### src/rtl/axi_burst_master.sv
// AXI4 INCR burst master: one outstanding write burst and one outstanding read burst, driven from a simple command/beat user interface.
// Optional 4 KB boundary rejection when AXI_MASTER_4K_CHECK_EN is defined.
module axi_burst_master #(
  parameter int AXI_ID_WIDTH   = 1,
  parameter int AXI_DATA_WIDTH = 32,
  parameter int AXI_STRB_WIDTH = AXI_DATA_WIDTH / 8,
  parameter int AXI_ADDR_WIDTH = 32,
  parameter int AXI_USER_WIDTH = 10,
  parameter int MASTER_ID      = 0
) (
  input  logic                      clk,
  input  logic                      rst_n,
  // AW channel
  output logic [AXI_ID_WIDTH-1:0]   awid,
  output logic [AXI_ADDR_WIDTH-1:0] awaddr,
  output logic [7:0]                awlen,
  output logic [2:0]                awsize,
  output logic [1:0]                awburst,
  output logic                      awlock,
  output logic [3:0]                awcache,
  output logic [2:0]                awprot,
  output logic [3:0]                awqos,
  output logic [3:0]                awregion,
  output logic [AXI_USER_WIDTH-1:0] awuser,
  output logic                      awvalid,
  input  logic                      awready,
  // W channel
  output logic [AXI_ID_WIDTH-1:0]   wid,
  output logic [AXI_DATA_WIDTH-1:0] wdata,
  output logic [AXI_STRB_WIDTH-1:0] wstrb,
  output logic                      wlast,
  output logic [AXI_USER_WIDTH-1:0] wuser,
  output logic                      wvalid,
  input  logic                      wready,
  // B channel
  input  logic [AXI_ID_WIDTH-1:0]   bid,
  input  logic [1:0]                bresp,
  input  logic                      bvalid,
  output logic                      bready,
  // AR channel
  output logic [AXI_ID_WIDTH-1:0]   arid,
  output logic [AXI_ADDR_WIDTH-1:0] araddr,
  output logic [7:0]                arlen,
  output logic [2:0]                arsize,
  output logic [1:0]                arburst,
  output logic                      arlock,
  output logic [3:0]                arcache,
  output logic [2:0]                arprot,
  output logic [3:0]                arqos,
  output logic [3:0]                arregion,
  output logic [AXI_USER_WIDTH-1:0] aruser,
  output logic                      arvalid,
  input  logic                      arready,
  // R channel
  input  logic [AXI_ID_WIDTH-1:0]   rid,
  input  logic [AXI_DATA_WIDTH-1:0] rdata,
  input  logic [1:0]                rresp,
  input  logic                      rlast,
  input  logic                      rvalid,
  output logic                      rready,
  // user write side
  input  logic                      wr_cmd_valid,
  output logic                      wr_cmd_ready,
  input  logic [AXI_ADDR_WIDTH-1:0] wr_cmd_addr,
  input  logic [7:0]                wr_cmd_len,
  input  logic [AXI_DATA_WIDTH-1:0] wr_data,
  input  logic [AXI_STRB_WIDTH-1:0] wr_strb,
  input  logic                      wr_data_valid,
  output logic                      wr_data_ready,
  output logic                      wr_done,
  output logic [1:0]                wr_resp,
  // user read side
  input  logic                      rd_cmd_valid,
  output logic                      rd_cmd_ready,
  input  logic [AXI_ADDR_WIDTH-1:0] rd_cmd_addr,
  input  logic [7:0]                rd_cmd_len,
  output logic [AXI_DATA_WIDTH-1:0] rd_data,
  output logic                      rd_data_last,
  output logic                      rd_data_valid,
  input  logic                      rd_data_ready,
  output logic                      rd_done,
  output logic [1:0]                rd_resp
);

  localparam logic [2:0] BEAT_SIZE = 3'($clog2(AXI_STRB_WIDTH));

  typedef enum logic [1:0] {W_IDLE, W_ADDR, W_DATA, W_RESP} wstate_t;
  typedef enum logic [1:0] {R_IDLE, R_ADDR, R_DATA} rstate_t;

  wstate_t                   wstate_q, wstate_d;
  logic [AXI_ADDR_WIDTH-1:0] waddr_q, waddr_d;
  logic [7:0]                wlen_q, wlen_d;
  logic [7:0]                wcnt_q, wcnt_d;
  logic                      wr_done_q, wr_done_d;
  logic [1:0]                wr_resp_q, wr_resp_d;

  rstate_t                   rstate_q, rstate_d;
  logic [AXI_ADDR_WIDTH-1:0] raddr_q, raddr_d;
  logic [7:0]                rlen_q, rlen_d;
  logic [1:0]                rworst_q, rworst_d;
  logic                      rd_done_q, rd_done_d;
  logic [1:0]                rd_resp_q, rd_resp_d;

  logic                      wr_reject, rd_reject;
  logic [1:0]                rworst_now;
  logic                      unused_ids;

  assign unused_ids = ^{bid, rid};

`ifdef AXI_MASTER_4K_CHECK_EN
  // A burst whose last byte lands past the current 4 KB page is refused.
  function automatic logic crosses_4k(input logic [AXI_ADDR_WIDTH-1:0] addr,
                                      input logic [7:0] len);
    logic [31:0] end_byte;
    end_byte = 32'(addr[11:0]) + (32'(len) + 32'd1) * 32'(AXI_STRB_WIDTH);
    return end_byte > 32'd4096;
  endfunction

  assign wr_reject = crosses_4k(wr_cmd_addr, wr_cmd_len);
  assign rd_reject = crosses_4k(rd_cmd_addr, rd_cmd_len);
`else
  assign wr_reject = 1'b0;
  assign rd_reject = 1'b0;
`endif

  always_comb begin
    wstate_d  = wstate_q;
    waddr_d   = waddr_q;
    wlen_d    = wlen_q;
    wcnt_d    = wcnt_q;
    wr_done_d = 1'b0;
    wr_resp_d = wr_resp_q;
    case (wstate_q)
      W_IDLE: begin
        if (wr_cmd_valid) begin
          waddr_d = wr_cmd_addr;
          wlen_d  = wr_cmd_len;
          wcnt_d  = 8'd0;
          if (wr_reject) begin
            wr_done_d = 1'b1;
            wr_resp_d = 2'b10;
          end else begin
            wstate_d = W_ADDR;
          end
        end
      end
      W_ADDR: if (awready) wstate_d = W_DATA;
      W_DATA: begin
        if (wr_data_valid && wready) begin
          wcnt_d = wcnt_q + 8'd1;
          if (wcnt_q == wlen_q) wstate_d = W_RESP;
        end
      end
      W_RESP: begin
        if (bvalid) begin
          wr_resp_d = bresp;
          wr_done_d = 1'b1;
          wstate_d  = W_IDLE;
        end
      end
      default: wstate_d = W_IDLE;
    endcase
  end

  // Worst response so far including the beat currently on the bus.
  assign rworst_now = (rresp > rworst_q) ? rresp : rworst_q;

  always_comb begin
    rstate_d  = rstate_q;
    raddr_d   = raddr_q;
    rlen_d    = rlen_q;
    rworst_d  = rworst_q;
    rd_done_d = 1'b0;
    rd_resp_d = rd_resp_q;
    case (rstate_q)
      R_IDLE: begin
        if (rd_cmd_valid) begin
          raddr_d  = rd_cmd_addr;
          rlen_d   = rd_cmd_len;
          rworst_d = 2'b00;
          if (rd_reject) begin
            rd_done_d = 1'b1;
            rd_resp_d = 2'b10;
          end else begin
            rstate_d = R_ADDR;
          end
        end
      end
      R_ADDR: if (arready) rstate_d = R_DATA;
      R_DATA: begin
        if (rvalid && rd_data_ready) begin
          rworst_d = rworst_now;
          if (rlast) begin
            rd_resp_d = rworst_now;
            rd_done_d = 1'b1;
            rstate_d  = R_IDLE;
          end
        end
      end
      default: rstate_d = R_IDLE;
    endcase
  end

  always_ff @(posedge clk or negedge rst_n) begin
    if (!rst_n) begin
      wstate_q  <= W_IDLE;
      waddr_q   <= '0;
      wlen_q    <= '0;
      wcnt_q    <= '0;
      wr_done_q <= 1'b0;
      wr_resp_q <= 2'b00;
      rstate_q  <= R_IDLE;
      raddr_q   <= '0;
      rlen_q    <= '0;
      rworst_q  <= 2'b00;
      rd_done_q <= 1'b0;
      rd_resp_q <= 2'b00;
    end else begin
      wstate_q  <= wstate_d;
      waddr_q   <= waddr_d;
      wlen_q    <= wlen_d;
      wcnt_q    <= wcnt_d;
      wr_done_q <= wr_done_d;
      wr_resp_q <= wr_resp_d;
      rstate_q  <= rstate_d;
      raddr_q   <= raddr_d;
      rlen_q    <= rlen_d;
      rworst_q  <= rworst_d;
      rd_done_q <= rd_done_d;
      rd_resp_q <= rd_resp_d;
    end
  end

  assign awid     = AXI_ID_WIDTH'(MASTER_ID);
  assign awaddr   = waddr_q;
  assign awlen    = wlen_q;
  assign awsize   = BEAT_SIZE;
  assign awburst  = 2'b01;
  assign awlock   = 1'b0;
  assign awcache  = 4'd0;
  assign awprot   = 3'd0;
  assign awqos    = 4'd0;
  assign awregion = 4'd0;
  assign awuser   = '0;
  assign awvalid  = (wstate_q == W_ADDR);

  assign wid           = AXI_ID_WIDTH'(MASTER_ID);
  assign wdata         = wr_data;
  assign wstrb         = wr_strb;
  assign wuser         = '0;
  assign wvalid        = (wstate_q == W_DATA) && wr_data_valid;
  assign wlast         = (wstate_q == W_DATA) && (wcnt_q == wlen_q);
  assign wr_data_ready = (wstate_q == W_DATA) && wready;
  assign bready        = (wstate_q == W_RESP);
  assign wr_cmd_ready  = (wstate_q == W_IDLE);
  assign wr_done       = wr_done_q;
  assign wr_resp       = wr_resp_q;

  assign arid     = AXI_ID_WIDTH'(MASTER_ID);
  assign araddr   = raddr_q;
  assign arlen    = rlen_q;
  assign arsize   = BEAT_SIZE;
  assign arburst  = 2'b01;
  assign arlock   = 1'b0;
  assign arcache  = 4'd0;
  assign arprot   = 3'd0;
  assign arqos    = 4'd0;
  assign arregion = 4'd0;
  assign aruser   = '0;
  assign arvalid  = (rstate_q == R_ADDR);

  assign rd_data       = (rstate_q == R_DATA) ? rdata : '0;
  assign rd_data_last  = (rstate_q == R_DATA) && rlast;
  assign rd_data_valid = (rstate_q == R_DATA) && rvalid;
  assign rready        = (rstate_q == R_DATA) && rd_data_ready;
  assign rd_cmd_ready  = (rstate_q == R_IDLE);
  assign rd_done       = rd_done_q;
  assign rd_resp       = rd_resp_q;

endmodule

### config.mk
export PLATFORM = sky130hd
export DESIGN_NAME = axi_burst_master
export DESIGN_NICKNAME = d
export VERILOG_FILES = /design/src/rtl/axi_burst_master.sv
export SDC_FILE = /design/constraint.sdc
export NUM_CORES = 1
export LEC_CHECK = 0
export CAP_MARGIN = 20
export CORE_AREA = 4 4 156 158
export CTS_BUF_LIST = sky130_fd_sc_hd__clkbuf_8
export DETAILED_ROUTE_END_ITERATION = 16
export DIE_AREA = 0 0 160 162
export GPL_TIMING_DRIVEN = 0
export PLACE_DENSITY_LB_ADDON = 0.12
export SLEW_MARGIN = 20
export SYNTH_ARGS = -nofsm -noshare
export SYNTH_HDL_FRONTEND = slang
export SYNTH_SLANG_ARGS = --single-unit
### constraint.sdc
create_clock -name clk -period 2.9 [get_ports clk]
set_clock_uncertainty 0.2 [all_clocks]
set_input_delay 0.29 -clock clk [delete_from_list [all_inputs] [get_ports clk]]
set_output_delay 0.29 -clock clk [all_outputs]
set_load 0.05 [all_outputs]
==> flow_metrics.env, run 1 <==
export IMPL_slowest_stage="clkdlybuf4s50_1"
export IMPL_dp_slack_ns=0.1299
export IMPL_max_stage_delay_ns=0.80
export IMPL_cts_root_buf="clkbuf_8"
export IMPL_grt_use_total_pct=12.54
export IMPL_r2r_cells=7
export IMPL_grt_overflow_total=0
export IMPL_start_util_pct=22.67
export IMPL_post_route_min_period_ns=2.755
export IMPL_yosys_warnings=0
export IMPL_ir_drop_uv=683.9
export IMPL_fin_nets=1003
export IMPL_power_leakage_nw=4.420
export IMPL_fin_cells=1123
export IMPL_drv_slew=0
export IMPL_vias=4279
export IMPL_worstMarginPinSlew_ns=0.8352
export IMPL_num_rows=56
export IMPL_clk_pin_slew_ns=0.11
export IMPL_dominantRegCellSynth="dfrtp_1"
export IMPL_synth_top_cell_by_area="dfrtp_1"
export IMPL_nFillCells=2277
export IMPL_synth_cell_types=37
export IMPL_core_area_um2=23120
export IMPL_synth_edf_count=0
export IMPL_cts_buffers=9
export IMPL_ctsLongestPathBuffers=2
export IMPL_synth_seq_cells=100
export IMPL_port_buffers=292
export IMPL_rsz0062_at_grt="false"
export IMPL_grt_pass1_wl_um=25730
export IMPL_critPathTopFamily="buffers and inverters"
export IMPL_start_kind="register"
export IMPL_viasPerCell=3.810
export IMPL_insertedDiodeCount=0
export IMPL_power_density_nw_per_um2=774.3
export IMPL_cts_setup_buffers=0
export IMPL_final_cell_mix="clkdlybuf4s50_1 (261), buf_4 (111), dfrtp_1 (100)"
export IMPL_yosys_top_cells_area="dfrtp_1 (48%), mux2_2 (18%), buf_4 (16%)"
export IMPL_dieWidth_um=160
export IMPL_cts_htree_levels=3
export IMPL_yosysTopAreaCellShare_pct=47.73
export IMPL_syn_to_final_growth_pct=73.37
export IMPL_hpwl_um=14080
export IMPL_final_util_pct=39.31
export IMPL_power_mw=7.037
export IMPL_maxCapViolations=0
export IMPL_cp_data_required_time_ns=2.41
export IMPL_grt_max_degree=69
export IMPL_setup_slack_ns=0.1448
export IMPL_clk_latency_ns=0.38
export IMPL_io_pins=406
export IMPL_end_kind="output port"
export IMPL_multi_input_area_um2=2077
export IMPL_seq_area_frac_synth_pct=47.73
export IMPL_first_global_vias=4473
export IMPL_synth_area_um2=5243
export IMPL_regArea_um2=2502
export IMPL_gp_congestion=0.7946
export IMPL_relSlewSlack_pct=44.20
export IMPL_status="completed"
export IMPL_postSynthCellCount=450
export IMPL_dr_pass1_iters=4
export IMPL_antenna_found_initial=1
export IMPL_path_max_fanout=10
export IMPL_hold_viol=0
export IMPL_async_reset_ff_share_pct=100.0
export IMPL_finalInstanceArea_um2=9089
export IMPL_setup_tns_ns=0
export IMPL_max_freq_ghz=0.3629
export IMPL_ant_nets=0
export IMPL_wl_per_cell_um=15.31
export IMPL_hold_class="input pin to async pin"
export IMPL_drt_iter0_drc=85
export IMPL_final_common_cell="clkdlybuf4s50_1"
export IMPL_holdWs_ns=0.1576
export IMPL_drcViolationCount=0
export IMPL_worstPathArrival_ns=2.27
export IMPL_critPathBufInv=2
export IMPL_path_depth=4
export IMPL_dpl_cell_area_um2=8831
export IMPL_dieArea_um2=25920
export IMPL_cts_tree="yes"
export IMPL_routed_wl_um=17190
export IMPL_final_setup_viol_count=0
export IMPL_dp_cells=1106
export IMPL_syn_area_per_cell_um2=11.65
export IMPL_min_period_over_period_pct=95.01
export IMPL_path_class="register to output port"
export IMPL_clkSinkCount=100
export IMPL_path_cells="nor2b_1 -> clkbuf_1 -> and2_1 -> clkdlybuf4s50_1"
export IMPL_die_height_um=162
export IMPL_drive_gt1_share_pct=27.73
cell families after synthesis:
group	after synthesis	synth area share, %
AOI/OAI and AO/OA	20	2.745
xor gates and xnor gates	11	1.838
adders and majority gates	9	2.148
buffers and inverters	137	17.88
DFF	100	47.73
muxes	84	18.00
other	2	0.1433
and+or+nand+nor	87	9.523
flip-flops by register name, summed over array words and instances (netlist names), 2 cells and up:
name      flops
araddr       32
arlen         8
awaddr       32
awlen         8
rd_resp       2
rstate_q      2
rworst_q      2
wcnt_q        8
wr_resp       2
wstate_q      2
final timing paths:
kind                            slack [ns]     endpoint         from
worst max-delay path                  0.14  rd_data[19]  rstate_q[1]
worst min-delay path                  0.16   awaddr[23]        rst_n
worst max register to register        0.43    wcnt_q[7]  wstate_q[1]
worst min register to register        0.30  rworst_q[1]  rworst_q[1]
max in group asynchronous             1.67      wr_done        rst_n
min in group clk                      0.30  rworst_q[1]  rworst_q[1]
Yosys cell counts, types with 2 or more instances:
library cell and instances:
ha_1 9, conb_1 2, o21ai_0 8, nand3_1 5
nor2b_1 3, mux2_2 82, xnor2_1 11, dfrtp_1 100
or3_1 3, buf_4 111, mux2i_1 2, and4_1 2
and2_1 38, nor2_1 10, nor4_1 2, buf_1 4
clkbuf_1 6, nand4_1 4, a21oi_1 3, inv_1 11
nand2_1 14, buf_2 5
report_power, final:
part / leakage, nW / total, mW / internal [mW] / switching (mW)
clock network: 0.109 / 0.967 / 0.415 / 0.552
registers: 1.27 / 2.03 / 1.78 / 0.247
logic: 3.04 / 4.04 / 1.47 / 2.57
final cells by class:
cell class | instances | share of cell area [%]
buffer | 126 | 9.884
clock buffer | 9 | 1.363
clock inverter | 7 | 0.9637
inverter | 11 | 0.4543
multi-input combinational | 286 | 22.85
sequential | 100 | 27.53
tap | 290 | 3.992
timing repair buffer | 294 | 32.96
routing by layer:
layer  wire [um]  up-vias  GRT usage [%]
met4         304        2          4.028
met2        8034      239          20.35
met3        2333       22          7.079
met5          13        -              0
met1        6505     1956          14.04
li1            -     2060              -
timing repair:
action,in CTS,in global routing
hold buffers,1,0
setup endpoints to repair,18,25
gates cloned,0,0
endpoints found under the hold margin,100,0
resized for setup,39,16
Power figures use the tool's default switching activity.
==> run 2: changes to the inputs <==
ABC_CLOCK_PERIOD_IN_PS = 2900   (was unset)
==> results of run 2 <==
Final layout, timing and power as in run 1 (identical DEF).
